## config.mk

```make
export PLATFORM = sky130hd
export DESIGN_NAME = uart_tx_fsm
export DESIGN_NICKNAME = d
export VERILOG_FILES = /design/src/rtl/uart_tx_fsm.sv
export SDC_FILE = /design/constraint.sdc
export NUM_CORES = 1
export LEC_CHECK = 0
export ABC_CLOCK_PERIOD_IN_PS = 1900
export CORE_AREA = 2 2 39 41
export CTS_CLUSTER_DIAMETER = 40
export CTS_CLUSTER_SIZE = 20
export DETAILED_ROUTE_END_ITERATION = 8
export DIE_AREA = 0 0 41 43
export PLACE_DENSITY = 0.52
export SYNTH_ARGS = -nofsm -noshare
export SYNTH_HDL_FRONTEND = slang
export SYNTH_SLANG_ARGS = --single-unit
export TNS_END_PERCENT = 50
```

## constraint.sdc

```tcl
create_clock -name CLK -period 1.9 [get_ports CLK]
set_input_delay 0.285 -clock CLK [delete_from_list [all_inputs] [get_ports CLK]]
set_output_delay 0.285 -clock CLK [all_outputs]
set_load 0.02 [all_outputs]
```

## src/rtl/uart_tx_fsm.sv

```systemverilog
// UART transmit frame sequencer: gates the load strobe and steps start, data,
// optional parity and stop bits, one bit per CLK.
module uart_tx_fsm #(
    parameter int unsigned DATA_WIDTH = 8
) (
    input  logic       CLK,
    input  logic       RST,
    input  logic       Data_Valid,
    input  logic       PAR_EN,
    output logic       dv_gate,
    output logic       ser_en,
    output logic [1:0] mux_sel,
    output logic       busy
);

    localparam int unsigned CntW = (DATA_WIDTH > 1) ? $clog2(DATA_WIDTH) : 1;
    localparam logic [CntW-1:0] CntMax = CntW'(DATA_WIDTH - 1);

    typedef enum logic [2:0] {
        StIdle   = 3'd0,
        StStart  = 3'd1,
        StData   = 3'd2,
        StParity = 3'd3,
        StStop   = 3'd4
    } state_e;

    state_e            r_state;
    state_e            w_state_next;
    logic [CntW-1:0]   r_bit_cnt;
    logic [CntW-1:0]   w_bit_cnt_next;
    logic              r_par_en;
    logic              w_par_en_next;
    logic              w_accept;

    assign w_accept = (r_state == StIdle) || (r_state == StStop);
    // RST term keeps the strobe masked while reset holds the FSM in idle.
    assign dv_gate  = Data_Valid & w_accept & RST;

    always_ff @(posedge CLK or negedge RST) begin
        if (!RST) begin
            r_state   <= StIdle;
            r_bit_cnt <= '0;
            r_par_en  <= 1'b0;
        end else begin
            r_state   <= w_state_next;
            r_bit_cnt <= w_bit_cnt_next;
            r_par_en  <= w_par_en_next;
        end
    end

    always_comb begin
        w_state_next   = r_state;
        w_bit_cnt_next = r_bit_cnt;
        w_par_en_next  = r_par_en;
        case (r_state)
            StIdle: begin
                if (dv_gate) begin
                    w_state_next  = StStart;
                    w_par_en_next = PAR_EN;
                end
            end
            StStart: begin
                w_state_next   = StData;
                w_bit_cnt_next = '0;
            end
            StData: begin
                if (r_bit_cnt == CntMax) begin
                    w_state_next   = r_par_en ? StParity : StStop;
                    w_bit_cnt_next = '0;
                end else begin
                    w_bit_cnt_next = r_bit_cnt + CntW'(1);
                end
            end
            StParity: begin
                w_state_next = StStop;
            end
            StStop: begin
                if (dv_gate) begin
                    w_state_next  = StStart;
                    w_par_en_next = PAR_EN;
                end else begin
                    w_state_next = StIdle;
                end
            end
            default: begin
                w_state_next = StIdle;
            end
        endcase
    end

    always_comb begin
        ser_en  = 1'b0;
        mux_sel = 2'b01;
        busy    = 1'b0;
        case (r_state)
            StStart: begin
                mux_sel = 2'b00;
                busy    = 1'b1;
            end
            StData: begin
                mux_sel = 2'b10;
                ser_en  = 1'b1;
                busy    = 1'b1;
            end
            StParity: begin
                mux_sel = 2'b11;
                busy    = 1'b1;
            end
            StStop: begin
                busy = 1'b1;
            end
            default: begin
                ser_en  = 1'b0;
                mux_sel = 2'b01;
                busy    = 1'b0;
            end
        endcase
    end

endmodule

```

==> results of run 1 <==
[how the worst min path moves through the flow]
stage,to,cells after the start,slack (ps),startpoint
final,r_par_en,2,340,RST
after global routing,r_par_en,2,360,RST
after CTS,r_par_en,2,350,RST
after detailed placement,r_par_en,1,520,r_par_en
after global placement,r_par_en,1,500,r_par_en
after floorplan,r_bit_cnt[0],0,-10,RST
[routing by layer]
layer / wire length [um] / vias up / share of wire / track usage
li1: - / 161 / - / -
met1: 372 / 145 / 0.43 / 0.155
met2: 433 / 10 / 0.50 / 0.219
met3: 47 / 4 / 0.054 / 0.0628
met4: 17 / 0 / 0.020 / 0.0800
met5: 0 / - / 0 / 0
[critical path: stages, from the launching register on]
cell           delay [ps]
dfrtp_2               490
nand2b_1              200
a21o_1                180
dlygate4sd2_1         310
[cells by family (layout without fill, tap and decap cells)]
family / count (synthesis) / count (layout) / share of synthesized area
DFF: 7 / 7 / 0.429
AOI/OAI and AO/OA: 10 / 10 / 0.184
muxes: 1 / 1 / 0.0276
and+or+nand+nor: 14 / 14 / 0.212
buffers and inverters: 4 / 16 / 0.0644
adders and majority gates: 2 / 2 / 0.0613
xor gates and xnor gates: 1 / 1 / 0.0215
[final cells by class]
class | instances | area [um^2]
multi-input cells | 28 | 206
fillers | 149 | 853
repair buffers | 10 | 92.6
well taps | 16 | 20.0
flip-flops and latches | 7 | 178
inverters | 2 | 7.51
clock buffers | 4 | 26.3
[cell usage in the layout (no fill, tap or decap), drive strengths merged, types with 2 or more instances in the layout]
| cell | netlist | layout |
|---|---|---|
| dfrtp | 7 | 7 |
| inv | 2 | 2 |
| nand2b | 3 | 3 |
| a21oi | 2 | 2 |
| nor2 | 4 | 4 |
| nand2 | 2 | 2 |
| clkdlybuf4s50 | 0 | 3 |
| clkbuf | 0 | 4 |
| ha | 2 | 2 |
| dlygate4sd2 | 0 | 4 |
| a22o | 6 | 6 |
| buf | 2 | 2 |
[per-stage QoR]
step | instance area [um^2] | setup TNS (ps) | cells | power (mW)
final | 531 | 0 | 67 | 0.824
after global placement | 504 | 0 | 63 | 0.690
after detailed placement | 504 | -8.32 | 63 | 0.714
after floorplan | 408 | 0 | 39 | 0.572
after CTS | 528 | 0 | 67 | 0.836
after global routing | 531 | 0 | 67 | 0.893
[flip-flops by register name (all words and copies together), names as in the netlist]
signal     flops
r_par_en       1
r_state        3
r_bit_cnt      3
[power groups by stage]
stage          sequential, mW  combinational (mW)  clock [mW]
2_1_floorplan           0.244               0.328           0
3_3_place_gp            0.287               0.403           0
3_5_place_dp            0.296               0.418           0
4_1_cts                 0.298               0.401       0.137
5_1_grt                 0.310               0.432       0.150
6_report                0.296               0.394       0.134
==> metrics.txt, run 1 <==
# TYPE chip_impl_metric gauge
chip_impl_metric{name="post_cts_hold_buffer_count",unit=""} 0
chip_impl_metric{name="dieWidth",unit="um"} 41
chip_impl_metric{name="post_cts_resize_count",unit=""} 6
chip_impl_metric{name="routed-via-count",unit=""} 320
chip_impl_metric{name="drt_iter0_markers",unit=""} 2
chip_impl_info{name="sort_of_element_at_the_end_of_the_critical_path",value="output pin"} 1
chip_impl_metric{name="top_achievable_clock_speed",unit="MHz"} 584
chip_impl_metric{name="firstDrtPassIters",unit=""} 2
chip_impl_metric{name="share_comb_of_total_power",unit=""} 0.478
chip_impl_metric{name="fp.dieH",unit="um"} 43
chip_impl_metric{name="grt_first_pass_wirelength",unit="um"} 1580
chip_impl_metric{name="synth_largest_type_area_fraction",unit=""} 0.429
chip_impl_metric{name="power_switching_share",unit=""} 0.402
chip_impl_metric{name="clk_latency",unit="ps"} 250
chip_impl_metric{name="htree_num_levels",unit=""} 1
chip_impl_metric{name="antenna_violations_before_repair",unit=""} 0
chip_impl_info{name="synth_largest_area_cell",value="dfrtp_1"} 1
chip_impl_info{name="synth_common_cells",value="7 x dfrtp_1, 6 x a22o_1, 3 x nand2b_1, 3 x nor2_1"} 1
chip_impl_metric{name="numClockSinks",unit=""} 7
chip_impl_metric{name="core_rows",unit=""} 14
chip_impl_metric{name="synth_area",unit="um^2"} 408
chip_impl_metric{name="timing.final.ws_setup",unit="ps"} 186
chip_impl_metric{name="total_of_endpoints_with_negative_setup_slack_in_the_final_report",unit=""} 0
chip_impl_metric{name="irDropWorstVdd",unit="mV"} 0.753
chip_impl_metric{name="drcViolationCount",unit=""} 0
chip_impl_metric{name="yosys_warning_count",unit=""} 0
chip_impl_metric{name="worst-path-max-fanout",unit=""} 11
chip_impl_metric{name="final_net_count",unit=""} 58
chip_impl_metric{name="sequentialPowerShare",unit=""} 0.360
chip_impl_metric{name="final_wtd_congestion",unit=""} 0.744
chip_impl_metric{name="layout-area-overhead-vs-synth",unit="%"} 30.1
chip_impl_metric{name="global_route.overflow_total",unit=""} 0
chip_impl_metric{name="required",unit="ps"} 1620
chip_impl_metric{name="drive_gt1_frac",unit=""} 0.176
chip_impl_metric{name="post_route_minimum_period",unit="ps"} 1710
chip_impl_metric{name="synth_edf_count",unit=""} 0
chip_impl_metric{name="grtUsageTotal",unit=""} 0.143
chip_impl_metric{name="power.internal",unit="uW"} 492
chip_impl_metric{name="async_flop_share",unit=""} 1.00
chip_impl_info{name="synthTopCellsByArea",value="dfrtp_1 43%, a22o_1 13%, ha_1 6.1%"} 1
chip_impl_metric{name="timing.slew.headroom",unit=""} 0.849
chip_impl_metric{name="synth_cells",unit=""} 39
chip_impl_info{name="critical_path_class",value="reg2out"} 1
chip_impl_metric{name="antenna_cells_inserted",unit=""} 0
chip_impl_metric{name="design.core.area",unit="um^2"} 1380
chip_impl_metric{name="cts.clk_slew.worst_paths",unit="ps"} 50
chip_impl_metric{name="synth_sequential_area_ratio",unit=""} 0.429
chip_impl_metric{name="fin_util",unit=""} 0.383
chip_impl_info{name="worst_r2r_startpoint",value="r_bit_cnt[0]"} 1
chip_impl_metric{name="ant_nets",unit=""} 0
chip_impl_info{name="status",value="finished clean"} 1
chip_impl_metric{name="timing_worst_slew_pin_value",unit="ps"} 227
chip_impl_metric{name="power_leakage",unit="nW"} 0.263
chip_impl_metric{name="timing.reg2reg.setup_slack",unit="ps"} 520
chip_impl_metric{name="grt_max_degree",unit=""} 12
chip_impl_metric{name="average_vias_per_placed_instance",unit=""} 4.78
chip_impl_metric{name="power.net_switching",unit="uW"} 332
chip_impl_metric{name="timing.final.hold_violations",unit=""} 0
chip_impl_metric{name="drt-wirelength-per-cell",unit="um"} 13.0
chip_impl_metric{name="worstRegToRegCells",unit=""} 4
chip_impl_info{name="crit_end",value="mux_sel[0]"} 1
chip_impl_info{name="most_instantiated_library_cell_after_synthesis",value="dfrtp_1"} 1
chip_impl_metric{name="design.portCount",unit=""} 9
chip_impl_info{name="worst_setup_path_start_kind",value="register"} 1
chip_impl_info{name="setup.worst_path.start",value="r_state[1]"} 1
chip_impl_metric{name="skew",unit="ps"} 5.29
chip_impl_metric{name="port-buffer-count",unit=""} 8
chip_impl_metric{name="post_cts_setup_buffer_count",unit=""} 0
chip_impl_metric{name="synth_fp_nets",unit=""} 45
chip_impl_metric{name="tritoncts.num_buffers",unit=""} 3
chip_impl_metric{name="dpl.hpwl",unit="um"} 628
chip_impl_metric{name="post-place-ws",unit="ps"} -8.32
chip_impl_metric{name="routed_wl",unit="um"} 871
chip_impl_metric{name="max-clock-path-buffers",unit=""} 2
chip_impl_info{name="grt_setup_unrepaired",value="no"} 1
chip_impl_metric{name="power.density",unit="nW/um^2"} 1550
chip_impl_info{name="endpoint_of_the_worst_register_to_register_path",value="r_bit_cnt[2]"} 1
chip_impl_metric{name="post_synth.cell_area_avg",unit="um^2"} 10.5
chip_impl_metric{name="first_global_vias",unit=""} 366
chip_impl_info{name="worst_hold_path_type",value="in2async"} 1
chip_impl_info{name="clockRootBuffer",value="clkbuf_4"} 1
chip_impl_metric{name="timing.critical_path.arrival",unit="ps"} 1430
chip_impl_metric{name="fin_crit_sh",unit=""} 0.902
chip_impl_metric{name="clkPwrFrac",unit=""} 0.163
chip_impl_metric{name="max_cap_violations",unit=""} 0
chip_impl_metric{name="initial_core_util",unit=""} 0.295
chip_impl_info{name="tritoncts",value="yes"} 1
chip_impl_metric{name="netlist-cell-type-count",unit=""} 20
chip_impl_info{name="synthFlopType",value="dfrtp_1"} 1
chip_impl_metric{name="slew_violations",unit=""} 0
chip_impl_metric{name="whs",unit="ps"} 343
chip_impl_metric{name="die-area",unit="um^2"} 1760
chip_impl_metric{name="yosys_register_bits",unit=""} 7
No activity file was read; power rests on OpenSTA's default activity.
==> run 2, diff against run 1 <==
--- a/config.mk
+++ b/config.mk
@@ -8,2 +8,3 @@
 export ABC_CLOCK_PERIOD_IN_PS = 1900
+export CAP_MARGIN = 40
 export CORE_AREA = 2 2 39 41
@@ -14,2 +15,3 @@
 export PLACE_DENSITY = 0.52
+export RECOVER_POWER = 50
 export SYNTH_ARGS = -nofsm -noshare
--- a/constraint.sdc
+++ b/constraint.sdc
@@ -3,2 +3,2 @@
 set_output_delay 0.285 -clock CLK [all_outputs]
-set_load 0.02 [all_outputs]
+set_load 0.1 [all_outputs]
==> run 2 against run 1 <==
Clock skew shrank 2.3 ps. Cell area grew 8.7%. Non-clock buffer count shrank 1. Maximum frequency grew 1.7%. First-iteration DRC count grew to 6.0 times the previous value. Setup slack gained 29 ps. Final cell count shrank 1.5%. Sequential cell count is the same. Critical endpoint is now ser_en. Largest cell class unchanged.
==> metrics.txt, run 2 (synthesis gave the netlist of run 1 again) <==
# TYPE chip_impl_metric gauge
chip_impl_metric{name="cts.clk_slew.worst_paths",unit="ps"} 50
chip_impl_info{name="layout.cells.most_common_list",value="7 x dfrtp_1, 6 x a22o_1, 5 x buf_12"} 1
chip_impl_info{name="layout.cells.most_common",value="dfrtp_1"} 1
chip_impl_metric{name="design.portCount",unit=""} 9
chip_impl_metric{name="fp.dieH",unit="um"} 43
chip_impl_info{name="grt_setup_unrepaired",value="no"} 1
chip_impl_metric{name="port-buffer-count",unit=""} 8
chip_impl_info{name="worst_setup_path_start_kind",value="register"} 1
chip_impl_metric{name="fin_crit_sh",unit=""} 0.887
chip_impl_metric{name="grtUsageTotal",unit=""} 0.133
chip_impl_metric{name="design.core.area",unit="um^2"} 1380
chip_impl_metric{name="max-clock-path-buffers",unit=""} 2
chip_impl_metric{name="drt_iter0_markers",unit=""} 12
chip_impl_metric{name="post_cts_hold_buffer_count",unit=""} 0
chip_impl_metric{name="firstDrtPassIters",unit=""} 4
chip_impl_metric{name="antenna_violations_before_repair",unit=""} 0
chip_impl_metric{name="post-route-cell-area",unit="um^2"} 577
chip_impl_metric{name="slew_violations",unit=""} 0
chip_impl_metric{name="clk_latency",unit="ps"} 260
chip_impl_metric{name="antenna_cells_inserted",unit=""} 0
chip_impl_metric{name="fillCellCount",unit=""} 143
chip_impl_metric{name="die-area",unit="um^2"} 1760
chip_impl_metric{name="dpl.hpwl",unit="um"} 663
chip_impl_metric{name="routed_wl",unit="um"} 821
chip_impl_metric{name="layout-area-overhead-vs-synth",unit="%"} 41.4
chip_impl_metric{name="post_route_minimum_period",unit="ps"} 1680
chip_impl_metric{name="dieWidth",unit="um"} 41
chip_impl_metric{name="total_of_endpoints_with_negative_setup_slack_in_the_final_report",unit=""} 0
chip_impl_info{name="tritoncts",value="yes"} 1
chip_impl_metric{name="grt_first_pass_wirelength",unit="um"} 1540
chip_impl_info{name="clockRootBuffer",value="clkbuf_4"} 1
chip_impl_metric{name="top_achievable_clock_speed",unit="MHz"} 594
chip_impl_metric{name="fin_setup_tns",unit="ps"} 0
chip_impl_info{name="sort_of_element_at_the_end_of_the_critical_path",value="output pin"} 1
chip_impl_metric{name="max_cap_violations",unit=""} 0
chip_impl_metric{name="timing.critical_path.arrival",unit="ps"} 1400
chip_impl_metric{name="skew",unit="ps"} 2.96
chip_impl_metric{name="drcViolationCount",unit=""} 0
chip_impl_metric{name="required",unit="ps"} 1620
chip_impl_metric{name="average_vias_per_placed_instance",unit=""} 5.32
chip_impl_metric{name="routed-via-count",unit=""} 351
chip_impl_info{name="worst_hold_path_type",value="reg2reg"} 1
chip_impl_metric{name="worst-path-max-fanout",unit=""} 11
chip_impl_metric{name="timing.slew.headroom",unit=""} 0.742
chip_impl_info{name="biggestRegsByFlops",value="r_bit_cnt: 3 flops, r_state: 3 flops, r_par_en: 1 flops"} 1
chip_impl_metric{name="core_rows",unit=""} 14
chip_impl_info{name="status",value="finished clean"} 1
chip_impl_metric{name="final_wtd_congestion",unit=""} 0.781
chip_impl_metric{name="tritoncts.num_buffers",unit=""} 3
chip_impl_metric{name="htree_num_levels",unit=""} 1
chip_impl_metric{name="timing.final.hold_violations",unit=""} 0
chip_impl_metric{name="drive_gt1_frac",unit=""} 0.220
chip_impl_metric{name="initial_core_util",unit=""} 0.295
chip_impl_metric{name="ant_nets",unit=""} 0
chip_impl_metric{name="grt_max_degree",unit=""} 12
chip_impl_metric{name="placed_area",unit="um^2"} 554
chip_impl_metric{name="post_cts_setup_buffer_count",unit=""} 0
chip_impl_metric{name="timing.reg2reg.setup_slack",unit="ps"} 540
chip_impl_metric{name="post_cts_resize_count",unit=""} 0
chip_impl_metric{name="global_route.overflow_total",unit=""} 0
chip_impl_metric{name="first_global_vias",unit=""} 363
chip_impl_metric{name="final_net_count",unit=""} 57
chip_impl_metric{name="drt-wirelength-per-cell",unit="um"} 12.4
chip_impl_metric{name="numClockSinks",unit=""} 7
chip_impl_metric{name="timing_worst_slew_pin_value",unit="ps"} 388
chip_impl_info{name="critical_path_class",value="reg2out"} 1
run 2: worst paths after layout:
kind,startpoint,end,depth (start not counted)
worst min-delay path,r_par_en,r_par_en,1
max in group asynchronous,RST,r_par_en,2
worst max-delay path,r_state[1],ser_en,3
min in group asynchronous,RST,r_state[1],2
worst min register to register,r_par_en,r_par_en,1
worst max register to register,r_bit_cnt[0],r_bit_cnt[2],4
run 2: layout make-up:
| class | instances | area [um^2] | area share |
|---|---|---|---|
| Tap cell | 16 | 20.0 | 0.0347 |
| Inverter | 2 | 7.51 | 0.0130 |
| Timing Repair Buffer | 9 | 134 | 0.232 |
| Clock buffer | 4 | 26.3 | 0.0456 |
| Multi-Input combinational cell | 28 | 214 | 0.371 |
| Sequential cell | 7 | 175 | 0.304 |
run 2: worst max-delay path, stage by stage (launching register included):
cell	delay, ps
dfrtp_1	570
nand2b_1	160
nor2_1	200
buf_12	200
run 2: routing by layer:
metal  share of wire  track usage  vias to the layer above
li1                -            -                      160
met1            0.41        0.169                      172
met2            0.48        0.188                       16
met3           0.082       0.0419                        3
met4           0.033       0.0800                        0
met5               0            0                        -
run 2: through the flow:
| stage | setup slack (ps) | hold slack (ps) | instances | util |
|---|---|---|---|---|
| 6_report | 215 | 524 | 66 | 0.417 |
| 5_1_grt | 102 | 560 | 66 | 0.417 |
| 4_1_cts | 202 | 386 | 66 | 0.420 |
| 3_5_place_dp | 307 | 517 | 62 | 0.401 |
| 3_3_place_gp | 327 | 501 | 62 | 0.401 |
| 2_1_floorplan | -256 | -10.6 | 39 | - |
Power of run 2 is left out: the tool's default activity adds up to more than one toggle a clock period on the data nets, which glitch-free logic cannot reach.
